$ cat src/rtl/instr_loader.sv
// Boot-time instruction memory loader: byte stream -> little-endian 32-bit word writes.
// Define LOADER_CSUM_EN to require a trailing XOR checksum byte after the image.
module instr_loader #(
    parameter int Nbits  = 32,
    parameter int ADDR_W = 8
) (
    input  logic              clk,
    input  logic              rst_n,
    input  logic              start,
    input  logic [7:0]        rx_data,
    input  logic              rx_valid,
    output logic              rx_ready,
    output logic              we,
    output logic [ADDR_W-1:0] waddr,
    output logic [Nbits-1:0]  wdata,
    output logic              busy,
    output logic              done,
    output logic              err,
    output logic              cpu_hold
);

    typedef enum logic [2:0] {
        S_IDLE,
        S_LEN0,
        S_LEN1,
        S_DATA,
        S_WRITE,
`ifdef LOADER_CSUM_EN
        S_CSUM,
`endif
        S_DONE,
        S_ERR
    } state_t;

`ifdef LOADER_CSUM_EN
    localparam state_t S_FIN = S_CSUM;
`else
    localparam state_t S_FIN = S_DONE;
`endif

    localparam logic [16:0] MAX_WORDS = 17'(1) << ADDR_W;

    state_t              state_q, state_d;
    logic [15:0]         n_q, n_d;
    logic [ADDR_W:0]     word_idx_q, word_idx_d;
    logic [1:0]          byte_idx_q, byte_idx_d;
    logic [23:0]         word_q, word_d;
    logic [ADDR_W-1:0]   waddr_q, waddr_d;
    logic [Nbits-1:0]    wdata_q, wdata_d;
    logic [7:0]          csum_q, csum_d;
    logic                accept;
    logic [15:0]         n_full;
    logic [16:0]         next_idx;

    assign accept   = rx_valid && rx_ready;
    assign n_full   = {rx_data, n_q[7:0]};
    assign next_idx = 17'(word_idx_q) + 17'd1;

    always_ff @(posedge clk or negedge rst_n) begin
        if (!rst_n) begin
            state_q    <= S_IDLE;
            n_q        <= '0;
            word_idx_q <= '0;
            byte_idx_q <= '0;
            word_q     <= '0;
            waddr_q    <= '0;
            wdata_q    <= '0;
            csum_q     <= '0;
        end else begin
            state_q    <= state_d;
            n_q        <= n_d;
            word_idx_q <= word_idx_d;
            byte_idx_q <= byte_idx_d;
            word_q     <= word_d;
            waddr_q    <= waddr_d;
            wdata_q    <= wdata_d;
            csum_q     <= csum_d;
        end
    end

    always_comb begin
        state_d    = state_q;
        n_d        = n_q;
        word_idx_d = word_idx_q;
        byte_idx_d = byte_idx_q;
        word_d     = word_q;
        waddr_d    = waddr_q;
        wdata_d    = wdata_q;
        csum_d     = csum_q;
        case (state_q)
            S_IDLE, S_DONE, S_ERR: begin
                if (start) begin
                    state_d    = S_LEN0;
                    word_idx_d = '0;
                    byte_idx_d = '0;
                    csum_d     = '0;
                end
            end
            S_LEN0: begin
                if (accept) begin
                    n_d     = {8'h00, rx_data};
                    state_d = S_LEN1;
                end
            end
            S_LEN1: begin
                if (accept) begin
                    n_d = n_full;
                    if (n_full == 16'd0) begin
                        state_d = S_FIN;
                    end else if ({1'b0, n_full} > MAX_WORDS) begin
                        state_d = S_ERR;
                    end else begin
                        state_d = S_DATA;
                    end
                end
            end
            S_DATA: begin
                if (accept) begin
                    // Bytes shift in from the top so the first byte ends up in the low lane.
                    word_d     = {rx_data, word_q[23:8]};
                    byte_idx_d = byte_idx_q + 2'd1;
                    csum_d     = csum_q ^ rx_data;
                    if (byte_idx_q == 2'd3) begin
                        waddr_d = word_idx_q[ADDR_W-1:0];
                        wdata_d = Nbits'({rx_data, word_q});
                        state_d = S_WRITE;
                    end
                end
            end
            S_WRITE: begin
                word_idx_d = next_idx[ADDR_W:0];
                byte_idx_d = '0;
                state_d    = (next_idx == {1'b0, n_q}) ? S_FIN : S_DATA;
            end
`ifdef LOADER_CSUM_EN
            S_CSUM: begin
                if (accept) begin
                    state_d = (rx_data == csum_q) ? S_DONE : S_ERR;
                end
            end
`endif
            default: state_d = S_IDLE;
        endcase
    end

    always_comb begin
        rx_ready = 1'b0;
        busy     = 1'b0;
        case (state_q)
            S_LEN0, S_LEN1, S_DATA: begin
                rx_ready = 1'b1;
                busy     = 1'b1;
            end
`ifdef LOADER_CSUM_EN
            S_CSUM: begin
                rx_ready = 1'b1;
                busy     = 1'b1;
            end
`endif
            S_WRITE: busy = 1'b1;
            default: ;
        endcase
        we       = (state_q == S_WRITE);
        done     = (state_q == S_DONE);
        err      = (state_q == S_ERR);
        cpu_hold = (state_q != S_DONE);
        waddr    = waddr_q;
        wdata    = wdata_q;
    end

endmodule

$ cat config.mk
export PLATFORM = sky130hd
export DESIGN_NAME = instr_loader
export DESIGN_NICKNAME = d
export VERILOG_FILES = /design/src/rtl/instr_loader.sv
export SDC_FILE = /design/constraint.sdc
export NUM_CORES = 1
export LEC_CHECK = 0
export CORE_AREA = 2 2 104 106
export CTS_CLUSTER_SIZE = 40
export DETAILED_ROUTE_END_ITERATION = 10
export DIE_AREA = 0 0 106 108
export PLACE_DENSITY = 0.72
export SYNTH_ARGS = -nofsm -noshare
export SYNTH_HDL_FRONTEND = slang
export SYNTH_SLANG_ARGS = --single-unit
export TNS_END_PERCENT = 10
$ cat constraint.sdc
create_clock -name clk -period 2.2 [get_ports clk]
set_input_delay 0.44 -clock clk [delete_from_list [all_inputs] [get_ports clk]]
set_output_delay 0.44 -clock clk [all_outputs]
set_load 0.005 [all_outputs]
Word level (Yosys, flattened, before mapping)
Cells that the tools add are included.

cells by class
  add/subtract/negate cells = 2
  magnitude comparators = 1
  eq/ne operators = 14
  muxes and demuxes = 19
  bitwise logic cells = 1
  reduce and logical (&&, ||, !) cells = 16

operators by type and width
  operator                count
  $mux W16                2
  $pmux W16 S2            1
  $mux W3                 8
  $pmux W9 S2             1
  $eq A10 B16 Y1          1
  $gt A16 B9 Y1 const B   1
  $logic_not A16 Y1       1
  $pmux W3 S5             1
  $reduce_and A3 Y1       4
  $add A9 B1 Y10 const B  1
  $ne A2 B2 Y1 const B    5
  $eq A3 B3 Y1 const B    3
  $mux W9                 1
  $eq A3 B2 Y1 const B    2
  $pmux W2 S3             1
  $reduce_or A3 Y1        2
  $reduce_and A5 Y1       1
  $mux W2                 2
  $reduce_and A2 Y1       2
  $reduce_bool A2 Y1      2
  $reduce_or A4 Y1        1
  $eq A3 B1 Y1 const B    1
  $logic_not A3 Y1        1
  $ne A3 B3 Y1 const B    1
  6 further kinds         7

storage, ports and cells
  register bits after elaboration = 94
  output and inout bits = 46

Logic depth before layout (Yosys ltp)
Gate-level depths: netlist of run 1.

  word-level depth = 6
  gate-level depth with buffers = 8
  depth with buffers taken out = 7

Worst setup path before layout of run 1
No wires, ideal clock.

  path kind = reg2reg
  from = register word_idx_q[1]
  to = register state_q[1]
  data arrival time = 1.651 ns
  setup slack = 0.427 ns
  stages on the path, launching flop included = 8
  period minus slack after synthesis = 1.773 ns
  path through = dfrtp_1 ha_1 nand2b_1 or4_1 o211ai_2 o2111ai_2 o21ai_1 nand2_1

on the way
  longest elaborated chain between the ends = 4

RTL lines
  item                    RTL line  source
  start, declared         45        logic [ADDR_W:0] word_idx_q, word_idx_d;
  start signal, assigned  72        word_idx_q <= word_idx_d;
  $add A9 B1 Y10          57        assign next_idx = 17'(word_idx_q) + 17'd1;
  $eq A10 B16 Y1          133       state_d = (next_idx == {1'b0, n_q}) ? S_FIN : S_DATA;
  $mux W3                 133
  $pmux W3 S5             90        case (state_q)
  end signal, assigned    70        state_q <= state_d;
  end, declared           43        state_t state_q, state_d;

No other way between the ends.
A chain may end at the register's enable or synchronous reset.

Worst setup path in the final report of run 1
  from = register state_q[1]
  to = output port busy

on the way
  longest elaborated chain between the ends = 3
  elaborated cells between the ends (all ways) = 6

RTL lines
  item                                        RTL line  source
  $eq A3 B1 Y1, or another cell as far along  149       case (state_q)
  $reduce_or A4 Y1 (no source line) (*)       --
  $mux W1 (*)                                 149
  end, declared                               16        output logic busy,

Every way passes the cells marked *; elsewhere a longest branch is shown, timed or not.

==> results of run 1 <==
-- routing by layer --
layer,global-route usage (%),wire length [um],vias up
met5,0,0,-
met4,6.48,113,0
met3,3.50,410,9
met2,26.9,4610,84
met1,24.4,4480,1611
li1,-,-,1561
-- worst reg2reg max path, stage by stage (launching register included) --
cell and delay [ns]:
dfrtp_1 0.40, ha_1 0.27, nand3_1 0.14, buf_4 0.20, nor3_1 0.06, nor4bb_1 0.38
o2111ai_2 0.17, o21ai_1 0.19, nand2_1 0.07
-- power groups by stage --
stage | logic (uW) | clock network (uW) | registers [uW]
after global placement | 1580 | 0 | 2490
after CTS | 1660 | 1220 | 2490
final | 1840 | 1200 | 2490
after global routing | 2060 | 1290 | 2550
after floorplan | 1150 | 0 | 2380
after detailed placement | 1640 | 0 | 2520
-- through the flow --
stage	setup TNS, ns	instances	utilization [%]	total power, uW	setup slack (ns)
3_5_place_dp	0	602	50.1	4160	0.121
3_3_place_gp	0	602	50.1	4080	0.142
5_1_grt	0	629	53.4	5900	0.00853
4_1_cts	-0.00517	619	52.3	5370	-0.00517
2_1_floorplan	0	407	-	3530	0.427
6_report	0	629	53.4	5530	0.0687
-- logic make-up after synthesis --
family	after synthesis	share of synthesized area, %
simple gates	163	17.0
compound gates	59	8.93
fa+ha+maj	2	0.588
mux	49	12.9
buf+inv	28	2.82
flops	94	55.2
xor+xnor	12	2.47
-- layout make-up --
class                      count  area [sq um]
fill                         889          4770
sequential                    94          2360
multi-input combinational    285          1790
timing repair buffer          94           925
tap                          136           170
clock buffer                  10           138
clock inverter                 6          68.8
inverter                       4          15.0
-- sequential cells by signal (all words and copies together) (netlist names) --
| name | flops |
|---|---|
| waddr | 8 |
| wdata | 32 |
| word_q | 24 |
| n_q | 16 |
| byte_idx_q | 2 |
| state_q | 3 |
| word_idx_q | 9 |
-- placed cells by master, fill, tap and decap left out, types with 3 or more instances in the layout --
cell / n
a31oi_1: 8
clkdlybuf4s50_1: 54
a21oi_1: 9
clkbuf_8: 10
o41ai_1: 4
xnor2_1: 7
nor2b_1: 10
nor2_1: 17
inv_1: 3
dlymetal6s2s_1: 3
buf_4: 30
nand4_1: 4
o21ai_1: 5
buf_12: 3
nand2b_1: 4
nand3b_1: 3
nor4_1: 4
nor3_1: 7
o21ai_0: 18
dfrtp_1: 91
xor2_1: 5
nand3_1: 6
nand2_1: 98
o31ai_1: 3
dfrtp_2: 3
mux2_2: 46
-- repair_timing --
| item | in CTS | in global routing |
|---|---|---|
| gates cloned | 0 | 1 |
| buffers inserted | 0 | 9 |
| hold buffers | 1 | 0 |
| endpoints found under the setup margin | 5 | 4 |
| endpoints found under the hold margin | 20 | 0 |
| resized for setup | 5 | 5 |
-- worst paths after layout --
kind                                from         end  slack (ns)  cells past startpoint
min in group asynchronous          rst_n   word_q[6]        0.50                      2
setup reg to reg           word_idx_q[0]  state_q[1]        0.24                      8
setup / recovery              state_q[1]        busy        0.07                      4
hold / removal                 word_q[4]   word_q[4]        0.47                      2
hold reg to reg                word_q[4]   word_q[4]        0.47                      2
max in group asynchronous          rst_n   word_q[0]        1.07                      3
==> results.ini, run 1 <==
[synthesis]
async_reset_ff_share_pct=100
yosysMostFrequentCell=nand2_1
yosysTopAreaCellShare_pct=55.2
avgSynthCellArea_sq_um=10.5
syn_area_sq_um=4260
ys_top_cells_by_area=dfrtp_1, mux2_2, nand2_1
synth-seq-area-share_pct=55.2
ys_top_cells_by_count=nand2_1, dfrtp_1, mux2_2
yosys_warnings=0
synth_largest_area_cell=dfrtp_1
synth_edf_count=0
syn-num-nets=421
synth_flop_cell=dfrtp_1
ys_seq_elements=94
syn_inst=407
synth_cell_types=42

[clocking]
clk_pin_slew_ns=0.09
cts_tree=yes
cts_num_sinks=94
numCtsBuffers=9
ctsLongestPathBuffers=2
root_buffer=clkbuf_8
htree_levels=3
insertion_delay_ns=0.37

[global_route]
grtUsageTotal_pct=17.4
grt_max_degree=48
grt_pass1_wl_um=15700
grt_overflow=0
grt_pass1_vias=3158
antenna_found_initial=0

[power_and_ir_drop]
p_per_area_nw_per_um2=1010
vdd_drop_max_mv=0.436
p_sw_share_pct=34.5
combinationalPowerShare_pct=33.3
intPower_uw=3620
power_leakage_uw=0.00260
switching_power_uw=1910
p_seq_share_pct=45.1
clock_power_share_pct=21.6

[timing]
tightest_slew_ns=0.426
period_minus_slack_ns=2.13
period_share_pct=96.9
slew_viol_final=0
finalSetupViolCount=0
grt_setup_unrepaired=false
timing.hold.ws_ns=0.474
fin_skew_ns=0.0112
hold_viol_final=0
slew_headroom_pct=71.4
fmax_mhz=469

[floorplanning]
row_count=37
die-area_sq_um=11400
start_util_pct=41.6
coreArea_sq_um=10200
die_w_um=106
io_pins=58
die_h_um=108

[critical_path]
critPathKind=flip-flop to output port
max_stage_delay_ns=0.51
path_max_fanout=6
worst-path-buf-inv=2
cp_cell_sequence=nor2_2 -> buf_4 -> xnor2_1 -> clkdlybuf4s50_1
start_kind=flip-flop
cp.arrival_ns=1.69
crit_slowest_cell=clkdlybuf4s50_1
required_ns=1.76
critPathTopFamily=buffers and inverters
end_kind=output port

[min_path]
hold_class=flip-flop to flip-flop

[cells_and_area]
fin_nets=502
final_cell_area_sq_um=5460
area_growth_pct=28.3
n_antenna_cell=0
drive_gt1_share_pct=21.9

[detailed_routing]
viasPerCell=5.19
wl_per_cell_um=15.3
dr_total_vias=3265
ant_nets=0
post-route-drc-count=0
initialDrtViolationCount=158
firstDrtPassIters=4
routed_wl_um=9610

[place]
hpwl_um=6450
place_area_sq_um=5130
portBuffers=57
place.gp.congestion=0.867

[status]
outcome=finished clean

[run]
maxCapViolCount=0

Power figures use the tool's default switching activity.
==> run 2, diff against run 1 <==
SETUP_SLACK_MARGIN = 0.02   (was unset)
clock period = 2 ns   (was 2.2 ns; I/O delays follow)
==> run 2 against run 1 <==
Effect of this change:
- die area stayed put
- core utilization hardly changed
- non-clock buffer count is 2 higher
- critical endpoint is now rx_ready
- sequential share of layout area hardly changed
- global-route usage is 0.84 points higher
- first-iteration DRC count is 1.3% lower
- clock power is 3% lower
- register-to-register slack worse by 0.11 ns
- worst hold slack worse by 0.47 ns
==> results.ini, run 2 (synthesis results as in run 1) <==
[floorplanning]
start_util_pct=41.6  ; unchanged
die_h_um=108  ; unchanged
die_w_um=106  ; unchanged
coreArea_sq_um=10200  ; unchanged
die-area_sq_um=11400  ; unchanged
row_count=37  ; unchanged
io_pins=58  ; unchanged

[critical_path]
reg2reg_setup_slack_ns=0.13  ; -0.11 ns
critPathKind=flip-flop to output port
endpoint=rx_ready
required_ns=1.60  ; -0.16 ns
cp.arrival_ns=1.50  ; -0.19 ns
path_max_fanout=14  ; +8
r2r_start=word_idx_q[0]
end_kind=output port
reg2reg_depth=9  ; +1
startpoint=state_q[2]
r2r_end=state_q[1]
start_kind=flip-flop

[cells_and_area]
final_common_cell=nand2_1
fin_nets=504  ; +0.40%
drive_gt1_share_pct=23.8  ; +1.9 points
n_antenna_cell=0  ; unchanged
layout_common_cells=nand2_1, dfrtp_1, clkdlybuf4s50_1
largest_register_ff_count=32  ; unchanged
area_growth_pct=28.3  ; about the same

[power_and_ir_drop]
p_seq_share_pct=46.9  ; +1.8 points
combinationalPowerShare_pct=33.4  ; about the same
p_per_area_nw_per_um2=1080  ; +6.3%
power_leakage_uw=0.00258  ; -0.96%
clock_power_share_pct=19.7  ; -1.9 points
switching_power_uw=2090  ; +9.3%
intPower_uw=3790  ; +4.7%
vdd_drop_max_mv=0.420  ; -3.5%
power_uw=5880  ; +6.3%
p_sw_share_pct=35.5  ; +0.98 points

[detailed_routing]
post-route-drc-count=0  ; unchanged
initialDrtViolationCount=156  ; -1.3%
dr_total_vias=3258  ; -0.21%
routed_wl_um=9620  ; about the same
firstDrtPassIters=4  ; unchanged
viasPerCell=5.16  ; -0.53%
ant_nets=0  ; unchanged
wl_per_cell_um=15.2  ; -0.24%

[timing]
hold_viol_final=0  ; unchanged
period_minus_slack_ns=1.90
grt_setup_unrepaired=false
finalSetupViolCount=0  ; unchanged
fin_skew_ns=0.00660  ; -0.00460 ns
slew_viol_final=0  ; unchanged
fmax_mhz=528
slew_headroom_pct=65.2  ; -6.1 points
timing.hold.ws_ns=0.00285  ; -0.471 ns
tightest_slew_ns=0.521  ; +0.0956 ns
period_share_pct=94.8

[run]
maxCapViolCount=0  ; unchanged

[clocking]
insertion_delay_ns=0.36  ; about the same
ctsLongestPathBuffers=2  ; unchanged
htree_levels=3  ; unchanged
clk_pin_slew_ns=0.09  ; about the same
cts_tree=yes
cts_num_sinks=94  ; unchanged
numCtsBuffers=9  ; unchanged
root_buffer=clkbuf_8

[place]
hpwl_um=6680  ; +3.6%
place.gp.congestion=0.876  ; +1.0%
portBuffers=57  ; unchanged

[min_path]
hold_class=primary input to async pin

[global_route]
antenna_found_initial=0  ; unchanged
grt_max_degree=41  ; -15%
grt_pass1_vias=3281  ; +3.9%
grt_pass1_wl_um=16300  ; +4.0%
grt_overflow=0  ; unchanged
grtUsageTotal_pct=18.2  ; +0.84 points

[status]
outcome=finished clean

-- run 2: worst min path at each step --
| stage | depth (start not counted) | end | slack, ns | start |
|---|---|---|---|---|
| floorplan | 0 | byte_idx_q[0] | 0.10 | rst_n |
| global placement | 1 | wdata[6] | 0.40 | rst_n |
| detailed placement | 1 | wdata[20] | 0.41 | rst_n |
| CTS | 1 | word_q[23] | 0.006 | rst_n |
| global route | 1 | word_q[23] | 0.03 | rst_n |
| finish | 1 | wdata[20] | 0.003 | rst_n |
-- run 2: power by group through the flow --
stage	clock network, uW	registers, uW	logic (uW)
2_1_floorplan	0	2620	1260
3_3_place_gp	0	2740	1820
3_5_place_dp	0	2770	1890
4_1_cts	1200	2740	1950
5_1_grt	1270	2820	2230
6_report	1160	2750	1960
-- run 2: cell type report --
cell class | count | area, sq um
Tap cell | 136 | 170
Sequential cell | 94 | 2350
Clock inverter | 4 | 30.0
Clock buffer | 12 | 145
Inverter | 4 | 15.0
Timing Repair Buffer | 96 | 913
Multi-Input combinational cell | 285 | 1840
Fill cell | 909 | 4770
-- run 2: worst max-delay path, cell delays in order, from the launching register on --
cell             delay, ns
dfrtp_2               0.52
nor2_2                0.12
clkdlybuf4s50_1       0.50
-- run 2: stage by stage --
stage | std cells | cell area (sq um) | TNS (ns) | setup slack (ns) | util (%)
2_1_floorplan | 407 | 4260 | 0 | 0.227 | -
3_5_place_dp | 612 | 5210 | -0.0180 | -0.0180 | 51.0
5_1_grt | 631 | 5460 | 0 | 0.00204 | 53.4
3_3_place_gp | 612 | 5210 | 0 | 0.0489 | 51.0
6_report | 631 | 5460 | 0 | 0.105 | 53.4
4_1_cts | 631 | 5420 | -0.132 | -0.0767 | 53.0
-- run 2: timing repair --
item / 4_1_cts / 5_1_grt
endpoints found under the setup margin: 8 / 7
pin swaps: 0 / 2
hold buffers: 0 / 0
setup buffers: 3 / 0
gates resized for setup: 9 / 14
-- run 2: metal layers --
| metal | vias up | part of all wire, % | GRT usage, % |
|---|---|---|---|
| met1 | 1599 | 47 | 24.8 |
| met2 | 70 | 47 | 28.8 |
| li1 | 1575 | - | - |
| met5 | - | 0 | 0 |
| met3 | 14 | 3.8 | 3.50 |
| met4 | 0 | 1.7 | 7.61 |
==> RTL change (config.mk and constraints of run 1) <==
The 7 states of `state_t` get a one-hot encoding in 7 bits.
--- a/src/rtl/instr_loader.sv
+++ b/src/rtl/instr_loader.sv
@@ -21,8 +21,8 @@
 
-    typedef enum logic [2:0] {
-        S_IDLE,
-        S_LEN0,
-        S_LEN1,
-        S_DATA,
-        S_WRITE,
+    typedef enum logic [6:0] {
+        S_IDLE  = 7'b0000001,
+        S_LEN0  = 7'b0000010,
+        S_LEN1  = 7'b0000100,
+        S_DATA  = 7'b0001000,
+        S_WRITE = 7'b0010000,
 `ifdef LOADER_CSUM_EN
@@ -30,4 +30,4 @@
 `endif
-        S_DONE,
-        S_ERR
+        S_DONE  = 7'b0100000,
+        S_ERR   = 7'b1000000
     } state_t;
Check against the original RTL: same outputs for any inputs over 10 cycles, from zero or initial values and one cycle with rst_n low; not proved beyond that.
==> RTL change against run 1 <==
Setup slack lost 64 ps. Sequential cell count grew 4. Highest routed layer unchanged. Wire length shrank 0.83%. Design area grew 2.2%. Die area is the same. Power shrank 23%. Via count shrank 5.0%. Critical path depth grew 2. Register-to-register slack lost 200 ps. Non-clock buffer count grew 7. Area after synthesis grew 3.1%.
==> RTL change: results (changes against run 1) <==
[outcome]
status = finished, final reports clean  ; unchanged

[setup_path]
worstReg2RegStart = state_q[5]$_DFFE_PN0P_  ; was word_idx_q[0]$_DFFE_PN0P_
worstSetupStartpoint = state_q[3]$_DFFE_PN0P_  ; was state_q[1]$_DFFE_PN0P_
crit_fanout = 5  ; was 6
r2r_cells = 5  ; was 8
path_delay_family = flip-flops  ; was buffers and inverters
cp_slowest_cell = dfrtp_2  ; was clkdlybuf4s50_1
r2r-end = word_q[2]$_DFFE_PN0P_  ; was state_q[1]$_DFFE_PN0P_
critPathArrivalTime_ps = 1760  ; was 1690 ps

[placement]
routabilityCongestion = 0.856  ; was 0.867
dp_slack_ps = 31.5  ; was 121 ps
dp_hpwl_microns = 6640  ; was 6450 microns
place_inst = 546  ; was 602
placed_area_sq_um = 5260  ; was 5130 sq um

[timing]
max_slew_margin_pct = 60.8  ; was 71.4%
skew_ps = 19.0  ; was 11.2 ps

[synth]
synth_cell_types = 48  ; was 42
synth_xor_area_share_pct = 2.79  ; was 2.47%
yosysSeqAreaShare_pct = 55.9  ; was 55.2%
syn_nets = 357  ; was 421
synthAdderAreaFrac_pct = 0.570  ; was 0.588%
muxShareOfSynthArea_pct = 19.4  ; was 12.9%
synth-compound-area-share_pct = 7.61  ; was 8.93%
synthTopCellsByCount = 97 x dfrtp_1, 74 x mux2_2, 18 x nor2_1  ; was 99 x nand2_1, 94 x dfrtp_1, 46 x mux2_2
synth_area_leaders = dfrtp_1 55%, mux2_2 19%, a22o_1 2.0%  ; was dfrtp_1 55%, mux2_2 12%, nand2_1 8.7%

[grt]
track_usage_pct = 17.5  ; was 17.4%
grt_pass1_wl_microns = 15800  ; was 15,700 microns
grt_pass1_vias = 3162  ; was 3,158
grt_max_degree = 46  ; was 48

[route]
vias_per_cell = 5.40  ; was 5.19
drtIter0Drc = 227  ; was 158
wl_per_cell_microns = 16.6  ; was 15.3 microns

[power_and_ir_drop]
vdd_drop_max_mv = 0.367  ; was 0.436 mV

[final_layout]
drive_gt1_share_pct = 34.9  ; was 21.9%
stdcell_count = 574  ; was 629
layout.nets = 447  ; was 502

[clock_tree]
clk_pin_slew_worst_paths_ps = 110  ; was 90 ps

[hold_path]
hold_class = in -> async  ; was reg -> reg

==> RTL change: cell types whose count changed after synthesis, sizes merged, moves of 8 or more <==
cell	run 1	this run
a22o	1	10
mux2	48	74
a31oi	8	0
o21ai	23	13
nor2b	10	0
nand2	99	15
==> RTL change: area by class of cell <==
class                   instances  area, sq um
repair buffers                101          916
clock inverters                 6         56.3
multi-input cells             219         1830
flip-flops and latches         98         2460
clock buffers                  10          138
well taps                     136          170
fillers                       861         4650
inverters                       4         15.0
==> RTL change: timing repair <==
action	4_1_cts	5_1_grt
setup buffers	6	6
resized for setup	10	13
pin swaps	1	4
setup endpoints to repair	7	30
==> RTL change: metal layers <==
metal	track usage (%)	share of wire [%]	up-vias	routed length, microns
met2	28.7	49	72	4710
met1	23.3	45	1583	4330
met4	6.67	1.7	0	162
met3	3.25	3.4	16	326
li1	-	-	1431	-
met5	0	0	-	0
==> RTL change: power breakdown <==
group / switching [uW] / internal, uW
logic: 476 / 510
clock network: 683 / 466
registers: 161 / 1950
total: 1320 / 2930
